`config.mk`:
```
export PLATFORM = sky130hd
export DESIGN_NAME = uart_rx_loader
export DESIGN_NICKNAME = d
export VERILOG_FILES = /design/src/rtl/uart_rx_loader.sv
export SDC_FILE = /design/constraint.sdc
export NUM_CORES = 1
export LEC_CHECK = 0
export ABC_AREA = 1
export CELL_PAD_IN_SITES_DETAIL_PLACEMENT = 2
export CELL_PAD_IN_SITES_GLOBAL_PLACEMENT = 2
export CORE_ASPECT_RATIO = 0.7
export CORE_MARGIN = 8
export CORE_UTILIZATION = 34
export CTS_BUF_LIST = sky130_fd_sc_hd__clkbuf_4 sky130_fd_sc_hd__clkbuf_8
export CTS_CLUSTER_DIAMETER = 80
export DETAILED_ROUTE_END_ITERATION = 12
export PLACE_DENSITY = 0.84
export SYNTH_ARGS = -nofsm -noshare
export SYNTH_HDL_FRONTEND = slang
export SYNTH_SLANG_ARGS = --single-unit
```
`constraint.sdc`:
```
create_clock -name clock -period 2 [get_ports clock]
set_clock_uncertainty 0.1 [all_clocks]
set_input_delay 0.4 -clock clock [delete_from_list [all_inputs] [get_ports clock]]
set_output_delay 0.4 -clock clock [all_outputs]
set_load 0.03 [all_outputs]
```
`src/rtl/uart_rx_loader.sv`:
```
// 8N1 UART receiver that loads a fixed-size image into data memory through
// the selector's communication port, one write strobe per accepted byte.
module uart_rx_loader #(
   parameter int unsigned CLKS_PER_BIT = 16,
   parameter int unsigned IMAGE_BYTES  = 256,
   parameter logic [1:0]  RX_STATUS    = 2'b01
) (
   input  logic        clock,
   input  logic        reset_n,
   input  logic [1:0]  status,
   input  logic        data_from_pc,
   output logic [7:0]  data_in_com,
   output logic [15:0] addr_com,
   output logic        en_com,
   output logic        end_receiving,
   output logic        frame_error
);

   localparam int unsigned TW = (CLKS_PER_BIT > 2) ? $clog2(CLKS_PER_BIT) : 1;
   localparam int unsigned CW = $clog2(IMAGE_BYTES + 1);
   localparam logic [TW-1:0] TICK_FULL = TW'(CLKS_PER_BIT - 1);
   localparam logic [TW-1:0] TICK_HALF = TW'(CLKS_PER_BIT / 2 - 1);
   localparam logic [CW-1:0] COUNT_MAX = CW'(IMAGE_BYTES);

   typedef enum logic [2:0] {StIdle, StStart, StData, StStop, StWrite, StDone} state_t;

   state_t          r_state, w_state_next;
   logic            r_sync1, r_rx_s;
   logic [TW-1:0]   r_tick, w_tick_next;
   logic [2:0]      r_bit, w_bit_next;
   logic [7:0]      r_shift, w_shift_next;
   logic [CW-1:0]   r_count, w_count_next;
   logic [7:0]      r_data, w_data_next;
   logic [15:0]     r_addr, w_addr_next;
   logic            r_frame_error, w_frame_error_next;
   logic [CW-1:0]   w_count_inc;

   assign w_count_inc = r_count + CW'(1);

   always_ff @(posedge clock or negedge reset_n) begin
      if (!reset_n) begin
         r_sync1       <= 1'b1;
         r_rx_s        <= 1'b1;
         r_state       <= StIdle;
         r_tick        <= '0;
         r_bit         <= '0;
         r_shift       <= '0;
         r_count       <= '0;
         r_data        <= '0;
         r_addr        <= '0;
         r_frame_error <= 1'b0;
      end else begin
         r_sync1       <= data_from_pc;
         r_rx_s        <= r_sync1;
         r_state       <= w_state_next;
         r_tick        <= w_tick_next;
         r_bit         <= w_bit_next;
         r_shift       <= w_shift_next;
         r_count       <= w_count_next;
         r_data        <= w_data_next;
         r_addr        <= w_addr_next;
         r_frame_error <= w_frame_error_next;
      end
   end

   always_comb begin
      w_state_next       = r_state;
      w_tick_next        = r_tick;
      w_bit_next         = r_bit;
      w_shift_next       = r_shift;
      w_count_next       = r_count;
      w_data_next        = r_data;
      w_addr_next        = r_addr;
      w_frame_error_next = r_frame_error;

      // Leaving the receive phase aborts any frame and rewinds the image.
      if (status != RX_STATUS) begin
         w_state_next = StIdle;
         w_count_next = '0;
      end else begin
         unique case (r_state)
            StIdle: begin
               if (!r_rx_s) begin
                  w_state_next = StStart;
                  w_tick_next  = '0;
               end
            end
            StStart: begin
               if (r_tick == TICK_HALF) begin
                  w_tick_next  = '0;
                  w_bit_next   = '0;
                  w_state_next = r_rx_s ? StIdle : StData;
               end else begin
                  w_tick_next = r_tick + TW'(1);
               end
            end
            StData: begin
               if (r_tick == TICK_FULL) begin
                  w_tick_next  = '0;
                  w_shift_next = {r_rx_s, r_shift[7:1]};
                  w_bit_next   = r_bit + 3'd1;
                  if (r_bit == 3'd7) w_state_next = StStop;
               end else begin
                  w_tick_next = r_tick + TW'(1);
               end
            end
            StStop: begin
               if (r_tick == TICK_FULL) begin
                  w_tick_next = '0;
                  if (r_rx_s) begin
                     w_state_next = StWrite;
                     w_data_next  = r_shift;
                     w_addr_next  = 16'(r_count);
                  end else begin
                     w_frame_error_next = 1'b1;
                     w_state_next       = StIdle;
                  end
               end else begin
                  w_tick_next = r_tick + TW'(1);
               end
            end
            StWrite: begin
               w_count_next = w_count_inc;
               w_state_next = (w_count_inc == COUNT_MAX) ? StDone : StIdle;
            end
            StDone: ;
            default: w_state_next = StIdle;
         endcase
      end
   end

   assign data_in_com   = r_data;
   assign addr_com      = r_addr;
   assign en_com        = (r_state == StWrite);
   assign end_receiving = (r_state == StDone);
   assign frame_error   = r_frame_error;

endmodule
```
After elaboration in Yosys (flattened, before gate mapping)
Index checks and enable logic that the tools add are counted.
{"block": "word_totals", "inputBits": 5, "output_inout_bits": 27, "ff_bits": 47, "wordCells": 64}
{"block": "op_classes", "eq_ne": 19, "reduce_logical": 11, "muxes": 19, "add_sub_neg": 3, "n_bitwise": 2}
{"operator": "$mux W3", "n": 10}
{"operator": "$mux W9", "n": 2}
{"operator": "$pmux W3 S6", "n": 1}
{"operator": "$ne A3 B3 Y1 const B", "n": 5}
{"operator": "$mux W4", "n": 3}
{"operator": "$pmux W4 S3", "n": 1}
{"operator": "$reduce_and A4 Y1", "n": 3}
{"operator": "$add A9 B1 Y9 const B", "n": 1}
{"operator": "$eq A3 B3 Y1 const B", "n": 3}
{"operator": "$eq A9 B9 Y1 const B", "n": 1}
{"operator": "$eq A3 B2 Y1 const B", "n": 2}
{"operator": "$ne A2 B2 Y1 const B", "n": 3}
{"operator": "$pmux W3 S2", "n": 1}
{"operator": "$reduce_and A3 Y1", "n": 2}
{"operator": "$reduce_and A6 Y1", "n": 1}
{"operator": "$add A4 B1 Y4 const B", "n": 1}
{"operator": "$eq A4 B3 Y1 const B", "n": 1}
{"operator": "$eq A4 B4 Y1 const B", "n": 1}
{"operator": "$ne A2 B1 Y1 const B", "n": 2}
{"operator": "$reduce_bool A2 Y1", "n": 2}
{"operator": "$add A3 B1 Y3 const B", "n": 1}
{"operator": "$eq A3 B1 Y1 const B", "n": 1}
{"operator": "$logic_not A3 Y1", "n": 1}
{"operator": "$reduce_bool A3 Y1", "n": 1}
{"operator": "3 further kinds", "n": 4}

Longest topological paths before layout
Gate-level depths: netlist of the first run.
{"block": "depth", "word_depth": 5, "depth_mapped": 11}

Worst setup path before layout of the first run
Ideal clock, no wire load.
{"block": "synth_timing", "path_type": "reg2reg", "startpoint": "register r_state[2]", "endpoint": "register r_state[0]", "setup_slack_ps": 422, "arrival_time_ps": 1413, "stages_incl_launch_ff": 8, "required_ps": 1835, "period_less_slack_ps": 1578, "setup_time_ps": 65, "cell_sequence": "dfrtp_1 -> inv_2 -> nor3_2 -> nor2_1 -> nand4_1 -> and2_1 -> nand2_1 -> nand2_1"}
{"block": "synth_via", "elab_chain_cells": 3}
{"element": "start, declared", "line_no": "27", "source": "state_t r_state, w_state_next;"}
{"element": "start signal, assigned", "line_no": "44", "source": "r_state <= StIdle;"}
{"element": "start signal, assigned", "line_no": "55", "source": "r_state <= w_state_next;"}
{"element": "$eq A3 B3 Y1 *"}
{"element": "net end_receiving", "line_no": "15", "source": "output logic end_receiving,"}
{"element": "$pmux W3 S6 or $ne A2 B1 Y1 (tied branches)"}
{"element": "$mux W3 or $reduce_and A6 Y1 (tied branches)"}
Mark *: on every way through the listed nets, which the timed path passes. The rest lies on a longest branch.
A chain may end at the register's enable or synchronous reset.

Worst setup path after layout of the first run
{"block": "layout_timing", "startpoint": "register r_state[1]", "endpoint": "output port en_com"}
{"block": "layout_via", "elab_chain_cells": 1}
{"element": "$eq A3 B3 Y1", "line_no": "134", "source": "assign en_com = (r_state == StWrite);"}
{"element": "end, declared", "line_no": "14", "source": "output logic en_com,"}
No other way between the ends.

==> flow_metrics.env, run 1 <==
export IMPL_syn_area_mm2=0.00229
export IMPL_clock_sinks=47
export IMPL_drt_iter0_drc=47
export IMPL_reg2regPathDepth=9
export IMPL_post_cts_buffers=0
export IMPL_cts_tree="done"
export IMPL_start_kind="register"
export IMPL_dieArea_mm2=0.00968
export IMPL_hold_path_startpoint="r_sync1$_DFF_PN1_"
export IMPL_postSynthCellCount=265
export IMPL_post_route_period_util=0.956
export IMPL_portBuffers=24
export IMPL_die_y_um=84.7
export IMPL_num_nets_final=309
export IMPL_start_util=0.346
export IMPL_r2r_end="addr_com[8]$_DFFE_PN0P_"
export IMPL_seqCellArea_mm2=0.00118
export IMPL_slowest_delay_ns=0.49
export IMPL_gp_congestion=0.772
export IMPL_min_path_cells=0
export IMPL_clockBufferDepth=2
export IMPL_root_buffer="clkbuf_8"
export IMPL_vias=1881
export IMPL_wirelength_um=6480
export IMPL_leakage_nw=1.28
export IMPL_drive_gt1_frac=0.160
export IMPL_drc_errors=0
export IMPL_grt_start_max_net_pins=22
export IMPL_crit_required_ns=1.50
export IMPL_top_layer="met4"
export IMPL_n_fill_cell=753
export IMPL_r2r_slack_ns=0.18
export IMPL_ys_seq_elements=47
export IMPL_core_mm2=0.00663
export IMPL_holdWs_ns=0.260
export IMPL_final_min_clock_period_ns=1.91
export IMPL_wl_per_cell_um=16.4
export IMPL_syn2layout_area_growth_pct=22.4
export IMPL_synth_top_cell_area_share=0.491
export IMPL_drt_pass1_iterations=4
export IMPL_grt_pass1_vias=2168
export IMPL_status="complete, no violations"
export IMPL_synth_cell_types=32
export IMPL_synthTopCellsByArea="dfrtp_1 49%, nand2_1 13%, inv_1 4.6%"
export IMPL_drv_cap=0
export IMPL_powerDensity_mw_per_mm2=650
export IMPL_r2r_start="r_tick[0]$_DFFE_PN0P_"
export IMPL_post_route_util=0.423
export IMPL_synth_avg_cell_area_um2=8.66
export IMPL_cp_end_kind="output port"
export IMPL_setup_viol=0
export IMPL_worst_setup_path_type="reg2out"
export IMPL_routed_wl_met3_um=212
export IMPL_hpwl_um=4950
export IMPL_min_to="r_rx_s$_DFF_PN1_"
export IMPL_synth_top_area_cell="dfrtp_1"
export IMPL_clkTransAtPathRegs_ns=0.09
export IMPL_cts_max_level=2
export IMPL_crit_arrival_ns=1.41
export IMPL_fp_dieW_um=114
export IMPL_yosysWarnings=0
export IMPL_finalHoldViolations=0
export IMPL_crit_slowest_cell="dfrtp_1"
export IMPL_ant_nets=0
export IMPL_cp_cell_sequence="nor2_4, inv_2, nor2_4, buf_4"
export IMPL_report_final_slew_viol_count=0
export IMPL_multi_input_area_um2=945
export IMPL_cts_made_buffers=5
export IMPL_overflow=0
export IMPL_critPathMaxFanout=6
export IMPL_grt_pass1_wl_um=11200
export IMPL_wl_met1_um=3000
export IMPL_antenna_found_initial=0
export IMPL_seq_area_frac_synth=0.514
export IMPL_diodes=0
export IMPL_mostFrequentLayoutCells="80 x nand2_1, 45 x dfrtp_1, 28 x inv_1, 21 x clkdlybuf4s50_1, 19 x o21ai_1"
export IMPL_track_usage=0.144
export IMPL_wl_met2_um=3200
export IMPL_cp_common_cell="nor2_4"
export IMPL_via_per_inst=4.77
export IMPL_ios=32
export IMPL_clock_latency_ns=0.31
export IMPL_max_freq_ghz=0.523
export IMPL_final_common_cell="nand2_1"
export IMPL_worstHoldPathType="reg2reg"
export IMPL_rows=25
export IMPL_peakVddDrop_mv=0.270
synthesized netlist by cell type, drive strengths merged:
master	number
nand2	82
dfrtp	45
o21ai	35
inv	34
nor2	18
nand3	12
buf	11
ha	5
o22ai	4
nor3	3
dfstp	2
mux2	2
nand4	2
xor2	2
a21boi	1
a22oi	1
a31o	1
and2	1
conb	1
mux2i	1
nor4	1
o21bai	1
worst max path at each step:
stage / from / to / slack, ns
finish: r_state[1]$_DFFE_PN0P_ / en_com / 0.09
global route: r_count[1]$_DFFE_PN0P_ / r_state[2]$_DFFE_PN0P_ / -0.02
CTS: r_state[1]$_DFFE_PN0P_ / en_com / 0.04
detailed placement: status[0] / addr_com[5]$_DFFE_PN0P_ / -0.06
global placement: status[0] / addr_com[3]$_DFFE_PN0P_ / 0.06
floorplan: r_state[2]$_DFFE_PN0P_ / r_state[0]$_DFFE_PN0P_ / 0.42
layout make-up:
type                       instances  share of cell area
sequential                        47               0.420
multi-input combinational        179               0.336
timing repair buffer              32               0.113
inverter                          34              0.0455
tap                               94              0.0419
clock buffer                       6              0.0294
clock inverter                     2              0.0138
worst max-delay path, delay by kind of cell, from the launching register on:
family,cells,cell delay [ns]
buffers and inverters,2,0.29
flip-flops,1,0.49
AND/OR/NAND/NOR,2,0.33
logic make-up (layout without fill, tap and decap cells):
kind of cell | count (synthesis) | in the layout | share of synthesized area
XOR/XNOR | 2 | 2 | 0.00763
flip-flops | 47 | 47 | 0.514
buffers and inverters | 45 | 74 | 0.0900
AO/OA/AOI/OAI | 43 | 43 | 0.111
multiplexers | 3 | 3 | 0.0142
adder cells (fa/ha/maj) | 5 | 5 | 0.0273
other | 1 | 7 | 0.00163
AND/OR/NAND/NOR | 119 | 119 | 0.235
report_power, final:
group	switching [mW]	total, mW	leakage, nW	internal (mW)
logic	0.0752	0.102	0.569	0.0264
registers	0.00708	0.963	0.649	0.956
clock network	0.349	0.761	0.0618	0.412
layer usage:
metal	up-vias	GRT usage
met5	-	0
met4	0	0.0385
met3	7	0.0351
met2	24	0.238
met1	950	0.183
li1	900	-
repair_timing:
action / CTS / global route
hold buffers: 1 / 0
cloned: 0 / 0
gates resized for setup: 1 / 2
setup endpoints to repair: 1 / 3
endpoints found under the hold margin: 11 / 0
metrics by stage:
step / TNS (ns) / instance area [um^2] / setup WS [ns] / power (mW) / std cells
2_1_floorplan: 0 / 2320 / 0.422 / 1.04 / 271
3_3_place_gp: 0 / 2660 / 0.0557 / 1.08 / 385
3_5_place_dp: -0.462 / 2660 / -0.0628 / 1.08 / 385
4_1_cts: 0 / 2800 / 0.0449 / 1.85 / 394
5_1_grt: -0.0167 / 2810 / -0.0167 / 1.89 / 394
6_report: 0 / 2810 / 0.0871 / 1.83 / 394
flip-flops by register name, indices dropped and copies added, names as in the netlist:
| register | count |
|---|---|
| addr_com | 9 |
| data_in_com | 8 |
| r_tick | 4 |
| r_sync1 | 1 |
| r_count | 9 |
| r_rx_s | 1 |
| frame_error | 1 |
| r_state | 3 |
| r_shift | 8 |
| r_bit | 3 |
Power figures use the tool's default switching activity.
==> run 2: changes to the inputs <==
--- a/config.mk
+++ b/config.mk
@@ -15,5 +15,6 @@
 export CTS_CLUSTER_DIAMETER = 80
 export DETAILED_ROUTE_END_ITERATION = 12
-export PLACE_DENSITY = 0.84
+export HOLD_SLACK_MARGIN = 0.1
+export PLACE_DENSITY_LB_ADDON = 0.1
 export SYNTH_ARGS = -nofsm -noshare
 export SYNTH_HDL_FRONTEND = slang
--- a/constraint.sdc
+++ b/constraint.sdc
@@ -3,3 +3,3 @@
 set_input_delay 0.4 -clock clock [delete_from_list [all_inputs] [get_ports clock]]
 set_output_delay 0.4 -clock clock [all_outputs]
-set_load 0.03 [all_outputs]
+set_load 0.01 [all_outputs]
==> run 2 against run 1 <==
Final cell count increased by 1.5%. Highest routed layer unchanged. Die area stayed put. Maximum frequency up 3.1%. Non-clock buffer count rose by 6. Critical path depth grew 1. Setup slack gained 0.057 ns. Critical endpoint unchanged. Clock-buffer cell count did not move. Core utilization rose by 0.19 points.
==> flow_metrics.env, run 2 (synthesis gave the netlist of run 1 again) <==
export IMPL_grt_pass1_vias=2052
export IMPL_die_y_um=84.7
export IMPL_cpLargestDelayFamily="flip-flops"
export IMPL_place_ws_ns=-0.0938
export IMPL_setup_viol=0
export IMPL_vias=1849
export IMPL_cp_cell_sequence="buf_4, nor2_2, inv_2, nor2_2, clkbuf_2"
export IMPL_drt_iter0_drc=45
export IMPL_via_per_inst=4.62
export IMPL_ant_nets=0
export IMPL_slowest_delay_ns=0.42
export IMPL_cts_made_buffers=5
export IMPL_cp_end_kind="output port"
export IMPL_rows=25
export IMPL_cts_tree="done"
export IMPL_start_util=0.346
export IMPL_portBuffers=24
export IMPL_clockBufferDepth=2
export IMPL_ios=32
export IMPL_final_min_clock_period_ns=1.86
export IMPL_finalHoldViolations=0
export IMPL_num_nets_final=315
export IMPL_gp_congestion=0.772
export IMPL_clock_latency_ns=0.31
export IMPL_dieArea_mm2=0.00968
export IMPL_syn2layout_area_growth_pct=22.9
export IMPL_report_final_slew_viol_count=0
export IMPL_post_route_period_util=0.928
export IMPL_grt_start_max_net_pins=48
export IMPL_drive_gt1_frac=0.176
export IMPL_root_buffer="clkbuf_8"
export IMPL_place_area_mm2=0.00271
export IMPL_met3_usage=0.0415
export IMPL_drt_pass1_iterations=4
export IMPL_met2_usage=0.201
export IMPL_cts_max_level=2
export IMPL_final_cell_area_mm2=0.00282
export IMPL_top_usage_layer="met2"
export IMPL_worst_setup_path_type="reg2out"
export IMPL_rsz0062_at_grt="no"
export IMPL_wl_per_cell_um=15.3
export IMPL_overflow=0
export IMPL_max_freq_ghz=0.539
export IMPL_final_common_cell="nand2_1"
export IMPL_drc_errors=0
export IMPL_clock_sinks=47
export IMPL_worst_slack_ns=0.144
export IMPL_grt_pass1_wl_um=10600
export IMPL_worstHoldPathType="reg2reg"
export IMPL_diodes=0
export IMPL_clkTransAtPathRegs_ns=0.10
export IMPL_crit_arrival_ns=1.36
export IMPL_peakVddDrop_mv=0.238
export IMPL_start_kind="register"
export IMPL_leakage_nw=1.30
export IMPL_core_mm2=0.00663
export IMPL_drv_cap=0
export IMPL_hpwl_um=4640
export IMPL_crit_slowest_cell="dfrtp_1"
export IMPL_cp_common_cell="nor2_2"
export IMPL_antenna_found_initial=0
export IMPL_mostFrequentLayoutCells="80 x nand2_1, 44 x dfrtp_1, 28 x inv_1, 21 x clkdlybuf4s50_1, 19 x o21ai_1"
export IMPL_wirelength_um=6120
export IMPL_status="complete, no violations"
export IMPL_critPathMaxFanout=4
export IMPL_crit_required_ns=1.50
export IMPL_grtUsageMet1=0.194
export IMPL_powerDensity_mw_per_mm2=599
export IMPL_n_fill_cell=747
export IMPL_track_usage=0.139
export IMPL_crit_buf_inv=3
export IMPL_fp_dieW_um=114
-- run 2: changes by cell type in the layout (fill, tap and decap cells not counted), sizes merged --
cell         delta
dlygate4sd2     +1
inv             -1
clkinv          +1
buf             +4
clkbuf          +1
bufinv          -1
clkinvlp        +1
-- run 2: path summary, 6_finish.rpt --
path                       cells after the start                    from                      end  slack, ns
setup / recovery                               5  r_state[0]$_DFFE_PN0P_                   en_com       0.14
hold / removal                                 0       r_sync1$_DFF_PN1_         r_rx_s$_DFF_PN1_       0.26
setup reg to reg                               9   r_tick[0]$_DFFE_PN0P_  addr_com[2]$_DFFE_PN0P_       0.26
hold reg to reg                                0       r_sync1$_DFF_PN1_         r_rx_s$_DFF_PN1_       0.26
max in group asynchronous                      3                 reset_n         r_rx_s$_DFF_PN1_       1.02
min in group asynchronous                      3                 reset_n   r_count[6]$_DFFE_PN0P_       0.51
-- run 2: through the flow --
stage               TNS (ns)  total power, mW  hold WS [ns]  std cells  utilization
finish                     0             1.69         0.262        400        0.425
CTS                        0             1.71         0.264        400        0.425
detailed placement     -1.21             1.07         0.250        390        0.408
floorplan                  0             1.03       0.00441        271            -
global placement           0             1.07         0.247        390        0.408
global route               0             1.76         0.266        400        0.425
-- run 2: worst reg2reg max path, stage by stage, from the launching register on --
cell,delay [ns]
dfrtp_1,0.39
ha_1,0.18
nand2_1,0.08
inv_1,0.08
nand2_1,0.13
nor2_4,0.16
nand3_2,0.15
buf_4,0.23
nand2_1,0.08
o21ai_1,0.06
-- run 2: routing by layer --
| metal | vias up | share of wire |
|---|---|---|
| met3 | 7 | 0.046 |
| met2 | 32 | 0.43 |
| li1 | 909 | - |
| met1 | 901 | 0.52 |
| met4 | 0 | 0.0098 |
| met5 | - | 0 |
-- run 2: final cells by class --
type                            count  area [um^2]  share of cell area
Sequential cell                    47         1180               0.418
Tap cell                           94          118              0.0417
Timing Repair Buffer               38          362               0.128
Clock inverter                      2         16.3             0.00577
Multi-Input combinational cell    179          935               0.331
Inverter                           34          128              0.0453
Clock buffer                        6         82.6              0.0293
-- run 2: power breakdown --
group | total (mW) | switching, mW | internal [mW] | leakage (nW)
clock | 0.633 | 0.350 | 0.283 | 0.0474
combinational | 0.0954 | 0.0649 | 0.0305 | 0.600
sequential | 0.960 | 0.00464 | 0.956 | 0.648
total | 1.69 | 0.420 | 1.27 | 1.30
-- run 2: what timing repair did --
action,4_1_cts,5_1_grt
endpoints found under the hold margin,45,0
resized for setup,3,3
hold buffers,1,0
buffers inserted,1,0
setup endpoints to repair,2,3
